==> config.mk <==
export PLATFORM = sky130hd
export DESIGN_NAME = cpu_instruction_control
export DESIGN_NICKNAME = d
export VERILOG_FILES = /design/src/rtl/cpu_ctrl_pkg.sv /design/src/rtl/cpu_instruction_decode.sv /design/src/rtl/cpu_instruction_control.sv
export SDC_FILE = /design/constraint.sdc
export NUM_CORES = 1
export LEC_CHECK = 0
export BUFFER_PORTS_ARGS = -buffer_cell sky130_fd_sc_hd__buf_2
export CAP_MARGIN = 40
export CORE_AREA = 2 2 39 41
export CTS_BUF_LIST = sky130_fd_sc_hd__clkbuf_16
export CTS_CLUSTER_SIZE = 14
export DETAILED_ROUTE_END_ITERATION = 7
export DIE_AREA = 0 0 41 43
export PLACE_DENSITY = 0.72
export SYNTH_ARGS = -nofsm -noshare
export SYNTH_HDL_FRONTEND = slang
export SYNTH_SLANG_ARGS = --single-unit
==> constraint.sdc <==
create_clock -name clk -period 4.8 [get_ports clk]
set_input_delay 0.72 -clock clk [delete_from_list [all_inputs] [get_ports clk]]
set_output_delay 0.72 -clock clk [all_outputs]
set_load 0.01 [all_outputs]
==> src/rtl/cpu_ctrl_pkg.sv <==
`default_nettype none
// +-----------------------------------------------------------------------+
// | cpu_ctrl_pkg : shared types/constants for the PIC10 instruction ctrl  |
// | Rev 1.0                                                               |
// +-----------------------------------------------------------------------+
package cpu_ctrl_pkg;

  typedef enum logic [1:0] {
    S_RESET = 2'd0,
    S_RUN   = 2'd1,
    S_HALT  = 2'd2,
    S_SLEEP = 2'd3
  } state_t;

  localparam logic [1:0] PCSEL_GOTO  = 2'b00;
  localparam logic [1:0] PCSEL_CALL  = 2'b01;
  localparam logic [1:0] PCSEL_STACK = 2'b10;
  localparam logic [1:0] PCSEL_ALU   = 2'b11;

  localparam logic [11:0] NOP = 12'h000;

  localparam logic [11:0] GOTO_MASK   = 12'hE00;
  localparam logic [11:0] GOTO_VAL    = 12'hA00;
  localparam logic [11:0] CALL_MASK   = 12'hF00;
  localparam logic [11:0] CALL_VAL    = 12'h900;
  localparam logic [11:0] RETLW_MASK  = 12'hF00;
  localparam logic [11:0] RETLW_VAL   = 12'h800;
  localparam logic [11:0] SLEEP_MASK  = 12'hFFF;
  localparam logic [11:0] SLEEP_VAL   = 12'h003;
  localparam logic [11:0] BTFSC_MASK  = 12'hF00;
  localparam logic [11:0] BTFSC_VAL   = 12'h600;
  localparam logic [11:0] BTFSS_MASK  = 12'hF00;
  localparam logic [11:0] BTFSS_VAL   = 12'h700;
  localparam logic [11:0] DECFSZ_MASK = 12'hFC0;
  localparam logic [11:0] DECFSZ_VAL  = 12'h2C0;
  localparam logic [11:0] INCFSZ_MASK = 12'hFC0;
  localparam logic [11:0] INCFSZ_VAL  = 12'h3C0;

  function automatic logic op_match(input logic [11:0] ir,
                                    input logic [11:0] mask,
                                    input logic [11:0] value);
    return (ir & mask) == value;
  endfunction

endpackage
`default_nettype wire

==> src/rtl/cpu_instruction_decode.sv <==
`default_nettype none
// +-----------------------------------------------------------------------+
// | cpu_instruction_decode : IR opcode classification (combinational)     |
// | Rev 1.0                                                               |
// +-----------------------------------------------------------------------+
module cpu_instruction_decode
  import cpu_ctrl_pkg::*;
(
  input  logic [11:0] instruction_reg,
  output logic        is_goto,
  output logic        is_call,
  output logic        is_retlw,
  output logic        is_sleep,
  output logic        is_skip
);

  assign is_goto  = op_match(instruction_reg, GOTO_MASK,  GOTO_VAL);
  assign is_call  = op_match(instruction_reg, CALL_MASK,  CALL_VAL);
  assign is_retlw = op_match(instruction_reg, RETLW_MASK, RETLW_VAL);
  assign is_sleep = op_match(instruction_reg, SLEEP_MASK, SLEEP_VAL);

  // BTFSC, BTFSS, DECFSZ, INCFSZ
  assign is_skip  = op_match(instruction_reg, BTFSC_MASK,  BTFSC_VAL)
                  | op_match(instruction_reg, BTFSS_MASK,  BTFSS_VAL)
                  | op_match(instruction_reg, DECFSZ_MASK, DECFSZ_VAL)
                  | op_match(instruction_reg, INCFSZ_MASK, INCFSZ_VAL);

endmodule
`default_nettype wire

==> src/rtl/cpu_instruction_control.sv <==
`default_nettype none
// +-----------------------------------------------------------------------+
// | cpu_instruction_control : PC/IR/stack sequencer, 2-stage fetch/exec   |
// | Rev 1.0                                                               |
// +-----------------------------------------------------------------------+
module cpu_instruction_control
  import cpu_ctrl_pkg::*;
#(
  parameter int          STACK_DEPTH = 2,
  parameter logic [4:0]  PCL_ADDR    = 5'h02
) (
  input  logic        clk,
  input  logic        rst,
  input  logic [11:0] instruction_reg,
  input  logic        skip_condition,
  input  logic        pcl_write,
  input  logic        halt,
  input  logic        wake,
  output logic        nop_insert,
  output logic        load_instruction,
  output logic [1:0]  pc_mux_select,
  output logic        load_pc,
  output logic        inc_pc,
  output logic        load_stack,
  output logic        inc_stack,
  output logic        dec_stack,
  output logic        exec_enable,
  output logic        sleeping,
  output logic        stack_overflow,
  output logic        stack_underflow
);

  localparam int c_depth_w = $clog2(STACK_DEPTH + 1);
  localparam logic [c_depth_w-1:0] c_depth_max = c_depth_w'(STACK_DEPTH);

  // PCL_ADDR is informational only: pcl_write arrives already decoded.
  if (PCL_ADDR == 5'h00) begin : g_pcl_addr_info
  end

  state_t               r_state, w_next_state;
  logic [c_depth_w-1:0] r_depth;
  logic                 r_overflow, r_underflow;
  logic                 w_is_goto, w_is_call, w_is_retlw, w_is_sleep, w_is_skip;

  cpu_instruction_decode u_decode (
    .instruction_reg (instruction_reg),
    .is_goto         (w_is_goto),
    .is_call         (w_is_call),
    .is_retlw        (w_is_retlw),
    .is_sleep        (w_is_sleep),
    .is_skip         (w_is_skip)
  );

  always_ff @(posedge clk) begin
    if (!rst) r_state <= S_RESET;
    else      r_state <= w_next_state;
  end

  always_comb begin
    w_next_state     = r_state;
    nop_insert       = 1'b0;
    load_instruction = 1'b0;
    pc_mux_select    = PCSEL_GOTO;
    load_pc          = 1'b0;
    inc_pc           = 1'b0;
    load_stack       = 1'b0;
    inc_stack        = 1'b0;
    dec_stack        = 1'b0;
    exec_enable      = 1'b0;
    sleeping         = 1'b0;
    if (!rst) begin
      nop_insert       = 1'b1;
      load_instruction = 1'b1;
      w_next_state     = S_RESET;
    end else begin
      case (r_state)
        S_RESET: begin
          nop_insert       = 1'b1;
          load_instruction = 1'b1;
          w_next_state     = S_RUN;
        end
        S_RUN: begin
          if (halt) begin
            w_next_state = S_HALT;
          end else begin
            exec_enable      = 1'b1;
            load_instruction = 1'b1;
            inc_pc           = 1'b1;
            if (w_is_sleep) begin
              nop_insert   = 1'b1;
              w_next_state = S_SLEEP;
            end else if (w_is_goto) begin
              load_pc    = 1'b1;
              inc_pc     = 1'b0;
              nop_insert = 1'b1;
            end else if (w_is_call) begin
              // PC already points past the CALL, so it is the return address
              load_stack    = 1'b1;
              inc_stack     = 1'b1;
              load_pc       = 1'b1;
              pc_mux_select = PCSEL_CALL;
              inc_pc        = 1'b0;
              nop_insert    = 1'b1;
            end else if (w_is_retlw) begin
              dec_stack     = 1'b1;
              load_pc       = 1'b1;
              pc_mux_select = PCSEL_STACK;
              inc_pc        = 1'b0;
              nop_insert    = 1'b1;
            end else if (pcl_write) begin
              load_pc       = 1'b1;
              pc_mux_select = PCSEL_ALU;
              inc_pc        = 1'b0;
              nop_insert    = 1'b1;
            end else if (w_is_skip && skip_condition) begin
              nop_insert = 1'b1;
            end
          end
        end
        S_HALT: begin
          if (!halt) w_next_state = S_RUN;
        end
        S_SLEEP: begin
          sleeping = 1'b1;
          if (wake) w_next_state = S_RUN;
        end
        default: w_next_state = S_RESET;
      endcase
    end
  end

  // Strobes are never suppressed at the limits; only the depth saturates.
  always_ff @(posedge clk) begin
    if (!rst) begin
      r_depth     <= '0;
      r_overflow  <= 1'b0;
      r_underflow <= 1'b0;
    end else begin
      if (inc_stack) begin
        if (r_depth == c_depth_max) r_overflow <= 1'b1;
        else                        r_depth    <= r_depth + 1'b1;
      end
      if (dec_stack) begin
        if (r_depth == '0) r_underflow <= 1'b1;
        else               r_depth     <= r_depth - 1'b1;
      end
    end
  end

  assign stack_overflow  = r_overflow;
  assign stack_underflow = r_underflow;

endmodule
`default_nettype wire

# After elaboration in Yosys (flattened, before gate mapping)
# Index checks and enable logic that the tools add are counted.
# Widths: inputs -> output; s select.
[classes]
n_addsub = 2
eq_ne = 15
muxes = 62
n_bitwise = 3
n_reduce_logical = 6
[op_table]
columns = ["cell", "count"]
rows = [
  ["$mux 1", 43],
  ["$mux 2", 16],
  ["$eq 12x2->1 const B", 1],
  ["$eq 6x4->1 const B", 2],
  ["$eq 4x3->1 const B", 2],
  ["$eq 4x4->1 const B", 2],
  ["$pmux 2 s4", 1],
  ["$eq 2x2->1 const B", 3],
  ["$logic_not 2->1", 2],
  ["$ne 2x2->1 const B", 2],
  ["$pmux 1 s2", 2],
  ["$reduce_and 2->1", 2],
  ["$eq 3x3->1 const B", 1],
  ["$ne 3x2->1 const B", 1],
  ["$or 1x1->1", 3],
  ["$reduce_and 3->1", 1],
  ["$add 2x1->2 const B", 1],
  ["$eq 2x1->1 const B", 1],
  ["$sub 2x1->2 const B", 1],
  ["$logic_and 1x1->1", 1],
]
[word_totals]
register_bits = 6
in_bits = 18
out_inout_bits = 13
wordCells = 92

# Longest topological paths before layout
# Gate-level depths: netlist (run 1).
[depth]
depth_word = 14
ltp_mapped = 7
depth_no_buf = 5

# Modules after synthesis
# A second synthesis (run 1) with hierarchy kept.
[hier_totals]
cells_unflattened = 66
hier_area_um2 = 509.2
[by_module_without_submodules]
columns = ["module", "n_inst", "cells_each", "area_per_inst_um2", "seq_area_each_um2"]
rows = [
  ["cpu_instruction_control", 1, 54, 434.2, 120.1],
  ["cpu_instruction_decode", 1, 12, 75.1, 0.0],
]

# Worst setup path before layout (run 1)
# OpenSTA, ideal clock, no wires.
[synth_timing]
path_type = "input to output"
startpoint = "in rst"
endpoint = "out pc_mux_select[1]"
t_arrival_ns = 1.869
t_required_ns = 4.080
path_slack_ns = 2.211
stages = 5
cell_sequence = "clkbuf_2 nand4bb_4 or4_1 clkbuf_2 a21oi_1"
[synth_via]
elab_chain_cells = 1
[synth_rtl]
columns = ["element", "line_no", "rtl"]
rows = [
  ["start: declaration", "cpu_instruction_control.sv:13", "input logic rst,"],
  ["$mux 2", "cpu_instruction_control.sv:71", "if (!rst) begin"],
  ["end: declaration", "cpu_instruction_control.sv:21", "output logic [1:0] pc_mux_select,"],
]
# No other way between the ends.

# Worst setup path after layout (run 1)
[layout_timing]
startpoint = "in halt"
endpoint = "out pc_mux_select[1]"
[layout_via]
elab_chain_cells = 3
[layout_rtl]
columns = ["element", "line_no", "rtl"]
rows = [
  ["start: declaration", "cpu_instruction_control.sv:17", "input logic halt,"],
  ["$mux 2", "cpu_instruction_control.sv:83", "if (halt) begin"],
  ["$mux 2", "cpu_instruction_control.sv:76", "case (r_state)"],
  ["$mux 2", "cpu_instruction_control.sv:71", ""],
]
# No other way between the ends.

==> results of run 1 <==
-- per-stage QoR --
step | power (mW) | setup slack, ns | util, %
after CTS | 0.219 | 2.07 | 53.0
final | 0.215 | 2.07 | 53.0
after detailed placement | 0.0815 | 2.07 | 47.6
after global routing | 0.223 | 2.00 | 53.0
after global placement | 0.0810 | 2.09 | 47.6
after floorplan | 0.0702 | 2.21 | -
-- worst register-to-register path, stage by stage, from the launching register on --
cell,delay [ns]
dfxtp_1,0.49
nand4bb_4,0.18
or4_1,0.59
or3_1,0.34
o211a_1,0.13
-- power by group --
| group | leakage (nW) | total [mW] | switching, mW | internal (mW) |
|---|---|---|---|---|
| Clock | 0.0370 | 0.134 | 0.0276 | 0.107 |
| Sequential | 0.0488 | 0.0545 | 0.00291 | 0.0515 |
| Combinational | 0.292 | 0.0263 | 0.0124 | 0.0139 |
| Total | 0.378 | 0.215 | 0.0429 | 0.172 |
-- kinds of logic after synthesis --
family / Yosys count / share of synthesized area [%]
buffers and inverters: 10 / 10.0
multiplexers: 2 / 4.05
AND/OR/NAND/NOR: 25 / 33.6
adder cells (fa/ha/maj): 4 / 9.52
AO/OA/AOI/OAI: 15 / 18.3
XOR/XNOR: 1 / 1.67
flip-flops: 6 / 22.9
-- worst max-delay path by stage --
stage          start          endpoint  slack, ns  depth (start not counted)
5_1_grt         halt  pc_mux_select[1]       2.00                          5
6_report        halt  pc_mux_select[1]       2.07                          5
3_5_place_dp    halt  pc_mux_select[1]       2.07                          5
2_1_floorplan    rst  pc_mux_select[1]       2.21                          5
3_3_place_gp    halt  pc_mux_select[1]       2.09                          5
4_1_cts         halt  pc_mux_select[1]       2.07                          5
-- area by class of cell --
cell class	count	area [um^2]	area share, %
flip-flops and latches	6	120	16.4
well taps	16	20.0	2.73
repair buffers	30	150	20.5
inverters	4	15.0	2.05
clock buffers	3	75.1	10.2
multi-input cells	47	353	48.1
-- layout by cell type (no fill, tap or decap) --
master	netlist	layout
buf_2	0	30
nor2_1	6	6
dfxtp_1	6	6
a21oi_1	5	5
inv_1	4	4
ha_1	4	4
nor2b_1	3	3
nor3_1	3	3
o21ai_0	3	3
clkbuf_16	0	3
nor4_1	2	2
nand2_1	2	2
nand4bb_4	1	1
nand2b_1	1	1
nor4b_4	1	1
or4_1	1	1
nor4bb_1	1	1
and3_1	1	1
nand3_1	1	1
o21bai_1	1	1
a21o_2	1	1
o41ai_1	1	1
o211ai_1	1	1
and3_2	1	1
xor2_1	1	1
a21boi_0	1	1
mux2_2	1	1
or3_1	1	1
o211a_1	1	1
mux2i_1	1	1
a31oi_1	1	1
-- per-layer routing --
layer / vias up / global-route usage [%] / share of wire, %
met5: - / 0 / 0
met4: 0 / 10.0 / 2.2
met3: 2 / 3.14 / 12
met2: 31 / 17.8 / 39
met1: 229 / 17.3 / 46
li1: 281 / - / -
==> metrics.txt, run 1 <==
most used cell, CP=buf_2; filler cell count=134; Critical path buffers and inverters=2; Cells after DPL=103; crit path kind=in2out; worst-case clock skew=0.00202 ns; FF-to-FF End=r_depth[0]; CP max stage cell=or4_1; Leak=0.378 nW; setup total negative slack=0 ns; Die H=43 um; Worst slew margin=75.7%; post-synthesis register bit count=6; clock sink total=6; final slew viol count=0; Min-Delay Endpoint=stack_overflow; Synth cell types=33; Routability Congestion=0.690; Max Cap Violations=0; syn_nets=85; CP peak stage delay=0.59 ns; die width=41 um; WP data arrival=2.01 ns; routed wire length=1.12 mm; first-pass GRT wire length=1.57 mm; drt first pass iters=4; Remaining DRCs=0; post-route cell area=733 um^2; antenna-violating nets left=0; fraction of layout instances using a drive strength above 1=42.2%; final period utilization=56.8%; CP Max Fanout=6; # diodes=0; vias in the first global route=405; Vias=543; R2R Path Start=r_state[0]; synth top area cells=dfxtp_1 (23%), ha_1 (9.5%), nand4bb_4 (5.2%), a21oi_1 (4.8%), nor4b_4 (4.5%); worst slew pin tran=0.363 ns; top cell type's share of synthesized area=22.9%; element type at the critical path end=output port; crit path launch type=primary input; cell area power density=293 mW/mm^2; Std-Cell Rows=14; htree depth=1; main flop type after synthesis=dfxtp_1; Resize count post-CTS=0; Hold Path Stages=2; Final Critical Period=2.73 ns; CTS clk-pin slew, worst paths=0.03 ns; remaining global-route overflow=0; CTS Buf Count=3; largest net degree at the start of global routing=11; initial antenna violation count=0; clk buf depth=2; Post-Layout Cell Count=106; Routed WL per cell=10.5 um; core area=0.00138 mm^2; placed inst area=658 um^2; synthesized area=526 um^2; Initial Utilization=38.0%; worst skew pair latency=0.23 ns; setup violators final=0; TritonCTS clock tree=done; reg-to-reg slack, setup=2.94 ns; status=complete, no violations; iteration-0 DRC count of the detailed router=5; port bufs=30; Ports=31; cell taking the most area after synthesis=dfxtp_1; HP Start=stack_overflow; RSZ-0062 raised after global routing=no; number of hold buffers added after CTS=0; hold_ws=0.476 ns; Post-synth top cells=dfxtp_1 (6), nor2_1 (6), a21oi_1 (5); WP data required=4.08 ns; Area Growth Syn to Fin=39.5%; Nets=114; r2r worst-path depth=4; synthesized instance count=63; post-CTS setup repair buffer count=0; Hold Path Class=reg2reg; Critical Path, Cell by Cell=buf_2 > nand4bb_4 > or4_1 > a21oi_1 > buf_2; CTS Root Cell=clkbuf_16; total global routing track utilization=13.2%; final hold vios=0; Yosys Warn Count=0; Seq/Total Area, Yosys=22.9%; Syn Area/Cell=8.34 um^2; Max VDD drop=0.194 mV; fmax=366 MHz; dpl hpwl=878 um; Vias/cell=5.12; Post-synth ARST share=0%; EDFF count, synth=0; die area=0.00176 mm^2; Crit path max-delay family=simple AND/OR/NAND/NOR gates
Note: power is estimated with default switching activity, not from simulation.
==> run 2: changes to the inputs <==
ABC_AREA = 1   (was default)
CORE_AREA = default   (was 2 2 39 41)
CORE_MARGIN = 2   (was default)
CORE_UTILIZATION = 37   (was default)
DIE_AREA = default   (was 0 0 41 43)
PLACE_DENSITY = 0.7   (was 0.72)
clock period = 2.4 ns   (was 4.8 ns; I/O delays follow)
==> run 2 against run 1 <==
  * Area after synthesis rose by 0.95%
  * Clock power rose by 100%
  * Sequential power rose by 98%
  * Cell area rose by 4.6%
  * Die area fell by 0.59%
  * Flip-flop and latch count did not move
  * Final cell count rose by 25%
  * Largest cell class unchanged
  * Largest power group unchanged
==> metrics.txt, run 2 <==
Seq/Total Area, Yosys=22.6%; Ports=31; initial antenna violation count=0; CTS clk-pin slew, worst paths=0.03 ns; routed wire length=1.23 mm; post-CTS setup repair buffer count=0; storage element area=120 um^2; CTS Root Cell=clkbuf_16; total global routing track utilization=15.3%; clk buf depth=2; synthesized instance count=86; dpl hpwl=1.04 mm; worst skew pair latency=0.23 ns; WP data arrival=1.36 ns; commonest non-fill, non-tap cell in the layout=buf_2; vias in the first global route=541; main flop type after synthesis=dfxtp_1; number of hold buffers added after CTS=0; final slew viol count=0; Routability Congestion=0.753; area of the multi-input gates=343 um^2; Post-Layout Cell Count=133; post-layout util=58.2%; fraction of layout instances using a drive strength above 1=33.1%; htree depth=1; fmax=581 MHz; most used cell, CP=nor2_4; Critical Path, Cell by Cell=nor2_4 > nand3_4 > nor2_4 > inv_1 > a21oi_1 > buf_2; crit path launch type=flip-flop; worst-case clock skew=0.000384 ns; Routed WL per cell=9.22 um; Post-synth ARST share=0%; cell area power density=565 mW/mm^2; Resize count post-CTS=0; core area=0.00132 mm^2; iteration-0 DRC count of the detailed router=10; remaining global-route overflow=0; Vias=609; element type at the critical path end=output port; TritonCTS clock tree=done; Leak=0.430 nW; synth top area cells=dfxtp_1 (23%), nand2_1 (11%), nor2_1 (11%), inv_1 (11%), ha_1 (9.4%); WP data required=2.04 ns; CP max stage cell=dfxtp_1; cell taking the most area after synthesis=dfxtp_1; Cells after DPL=130; EDFF count, synth=0; Final Power=0.433 mW; largest net degree at the start of global routing=7; Nets=142; status=complete, no violations; Std-Cell Rows=13; Synth cell types=17; die area=0.00175 mm^2; Post-synth top cells=nand2_1 (16), nor2_1 (16), inv_1 (15); CP Max Fanout=6; antenna-violating nets left=0; Max VDD drop=0.555 mV; Area Growth Syn to Fin=44.6%; Vias/cell=4.58; die width=41.9 um; final period utilization=71.8%; CTS Buf Count=3; # diodes=0; top cell type's share of synthesized area=22.6%; final hold vios=0; filler cell count=139; most frequent cells in the layout=buf_2 (30), nor2_1 (16), nand2_1 (16); Remaining DRCs=0; post-synthesis register bit count=6; Worst slew margin=72.8%; CP peak stage delay=0.34 ns; Syn Area/Cell=6.17 um^2; Final Critical Period=1.72 ns; Initial Utilization=40.3%; RSZ-0062 raised after global routing=no; worst slew pin tran=0.405 ns; synthesized area=531 um^2; setup total negative slack=0 ns; Die H=41.9 um; clock sink total=6; port bufs=30; first-pass GRT wire length=2.08 mm; drt first pass iters=5; Hold Path Class=in2reg; crit path kind=reg2out; Max Cap Violations=0; Yosys Warn Count=0; syn_nets=108; setup violators final=0
run 2: cell types whose count changed in the layout (fill, tap and decap cells not counted), sizes merged, moves of 2 or more:
cell,change
a21oi,+2
and3,-2
inv,+12
nand2,+14
nor2b,-3
nor4,-2
nor2,+14
nand3,+7
run 2: cell type report:
class                   instances  share of cell area, %
clock buffers                   3                   9.79
inverters                      16                   7.83
multi-input cells              63                   44.7
flip-flops and latches          6                   15.7
well taps                      15                   2.45
repair buffers                 30                   19.6
run 2: cell families (layout without fill, tap and decap cells):
family          after synthesis  after routing  synth area share (%)
simple gates                 46             46                  42.0
buf+inv                      17             49                  12.7
compound gates               13             13                  13.2
flops                         6              6                  22.6
fa+ha+maj                     4              4                  9.43
run 2: critical path: cells and delay by family, from the launching register on:
kind | cells | cell delay [ns]
simple gates | 3 | 0.45
flops | 1 | 0.34
buf+inv | 2 | 0.22
compound gates | 1 | 0.13
run 2: per-layer routing:
metal	track usage (%)	routed length (um)	vias up
li1	-	-	334
met1	17.3	555	263
met2	27.2	607	12
met3	6.52	64	0
met4	1.94	0	0
met5	0	0	-
run 2: stage by stage:
| stage | setup WS (ns) | hold WS, ns | instance area [um^2] |
|---|---|---|---|
| global placement | 0.695 | 0.453 | 692 |
| finish | 0.678 | 0.418 | 767 |
| global route | 0.612 | 0.432 | 767 |
| floorplan | 0.980 | 0.484 | 531 |
| detailed placement | 0.718 | 0.458 | 692 |
| CTS | 0.669 | 0.420 | 767 |
run 2: final timing paths:
path,startpoint,endpoint,slack [ns],depth (start not counted)
worst min register to register,stack_overflow,stack_overflow,0.46,2
worst min-delay path,wake,r_state[1],0.42,3
worst max-delay path,r_state[1],pc_mux_select[1],0.68,6
worst max register to register,r_state[1],r_depth[0],1.26,6
run 2: where the power goes:
group,switching [mW],total [mW],internal [mW]
clock network,0.0543,0.268,0.214
logic,0.0320,0.0574,0.0254
registers,0.00451,0.108,0.104
==> run 3: changes to the inputs <==
ABC_AREA = 0   (was 1)
CORE_AREA = 2 2 39 41   (was default)
CORE_MARGIN = default   (was 2)
CORE_UTILIZATION = default   (was 37)
DIE_AREA = 0 0 41 43   (was default)
PLACE_DENSITY = 0.72   (was 0.7)
clock period = 1.8 ns   (was 2.4 ns; I/O delays follow)
==> run 3 against run 2 <==
  * Cell area grew 5.9%
  * Final cell count shrank 14%
  * Sequential power grew 30%
  * Worst hold slack lost 0.078 ns
  * Routed wire length grew 14%
  * Non-clock buffer count grew 9
  * Core utilization grew 0.47 points
  * Critical endpoint unchanged
  * Clock power grew 32%
  * Largest power group unchanged
  * Power grew 34%
  * Flip-flop and latch count is the same
  * First-iteration DRC count shrank 10%
==> metrics.txt, run 3 (same netlist as run 1, synthesis figures left out) <==
status=complete, no violations; antenna-violating nets left=0; # diodes=0; Routed WL per cell=12.2 um; setup violators final=0; Final Critical Period=1.77 ns; filler cell count=122; CP peak stage delay=0.52 ns; drt first pass iters=4; Vias/cell=4.92; Ports=31; Remaining DRCs=0; worst skew pair latency=0.23 ns; worst slew pin tran=0.268 ns; port bufs=30; TritonCTS clock tree=done; Place WS=0.0566 ns; Hold Path Class=in2reg; Initial Utilization=38.0%; Std-Cell Rows=14; final hold vios=0; cell area power density=717 mW/mm^2; Routability Congestion=0.748; Critical path buffers and inverters=1; crit path kind=reg2out; WP data arrival=1.50 ns; CP Max Fanout=4; Max Cap Violations=0; iteration-0 DRC count of the detailed router=9; Max VDD drop=0.546 mV; CTS Buf Count=3; number of hold buffers added after CTS=0; WP data required=1.53 ns; core area=0.00138 mm^2; final period utilization=98.1%; vias in the first global route=455; Worst slew margin=81.9%; post-route cell area=812 um^2; Critical Path, Cell by Cell=nand4bb_4 > or4_4 > a21oi_2 > buf_2; Crit path max-delay family=simple AND/OR/NAND/NOR gates; storage element area=120 um^2; CTS Root Cell=clkbuf_16; worst-case clock skew=0.00289 ns; dpl hpwl=985 um; commonest non-fill, non-tap cell in the layout=buf_2; Vias=566; fraction of layout instances using a drive strength above 1=49.5%; element type at the critical path end=output port; CTS clk-pin slew, worst paths=0.03 ns; Nets=123; final slew viol count=0; clock sink total=6; PnR worst setup slack=0.0338 ns; placed inst area=711 um^2; fmax=566 MHz; remaining global-route overflow=0; clk buf depth=2; reg-to-reg slack, setup=0.08 ns; routed wire length=1.40 mm; RSZ-0062 raised after global routing=yes; first-pass GRT wire length=1.95 mm; Leak=0.426 nW; die width=41 um; total global routing track utilization=16.8%; die area=0.00176 mm^2; Area Growth Syn to Fin=54.5%; htree depth=1; crit path launch type=flip-flop; CP max stage cell=or4_4; most frequent cells in the layout=buf_2 (30), buf_4 (8), nor2_1 (6), dfxtp_1 (6); Die H=43 um; initial antenna violation count=0; largest net degree at the start of global routing=10; area of the multi-input gates=360 um^2
## run 3: metrics by stage
step / utilization (%) / power, mW / std cells / hold slack (ns) / TNS, ns
6_report: 58.7 / 0.583 / 115 / 0.340 / 0
5_1_grt: 58.7 / 0.608 / 115 / 0.384 / -0.0417
4_1_cts: 57.1 / 0.586 / 113 / 0.342 / 0
3_5_place_dp: 51.4 / 0.227 / 110 / 0.473 / 0
3_3_place_gp: 51.4 / 0.226 / 110 / 0.469 / 0
2_1_floorplan: - / 0.187 / 63 / 0.376 / 0
## run 3: cell type report
cell class | instances | share of cell area (%)
clock buffers | 3 | 9.24
inverters | 4 | 1.85
multi-input cells | 47 | 44.4
flip-flops and latches | 6 | 14.8
well taps | 16 | 2.47
repair buffers | 39 | 27.3
## run 3: final timing paths
check,depth (start not counted),end,startpoint
setup reg to reg,5,r_depth[0],r_state[0]
setup / recovery,4,pc_mux_select[1],r_state[0]
hold / removal,4,r_state[1],wake
hold reg to reg,2,stack_underflow,stack_underflow
## run 3: what timing repair did
action | in CTS | in global routing
pin swaps | 0 | 0
setup endpoints to repair | 1 | 4
setup buffers | 0 | 2
gates resized for setup | 1 | 2
hold endpoints to repair | 0 | 0
## run 3: worst reg2reg max path, stage by stage, from the launching register on
cell	delay, ns
dfxtp_1	0.36
nand4bb_4	0.13
or4_4	0.52
buf_4	0.17
or3_1	0.31
o211a_1	0.13
## run 3: where the power goes
group	leakage, nW	switching [mW]	internal [mW]
clock network	0.0370	0.0702	0.285
logic	0.340	0.0414	0.0461
registers	0.0488	0.00279	0.137
## run 3: metal layers
metal / GRT usage (%) / up-vias / part of all wire (%)
met1: 19.5 / 244 / 42
met4: 8.00 / 0 / 0
li1: - / 296 / -
met5: 0 / - / 0
met2: 25.9 / 26 / 48
met3: 6.28 / 0 / 10
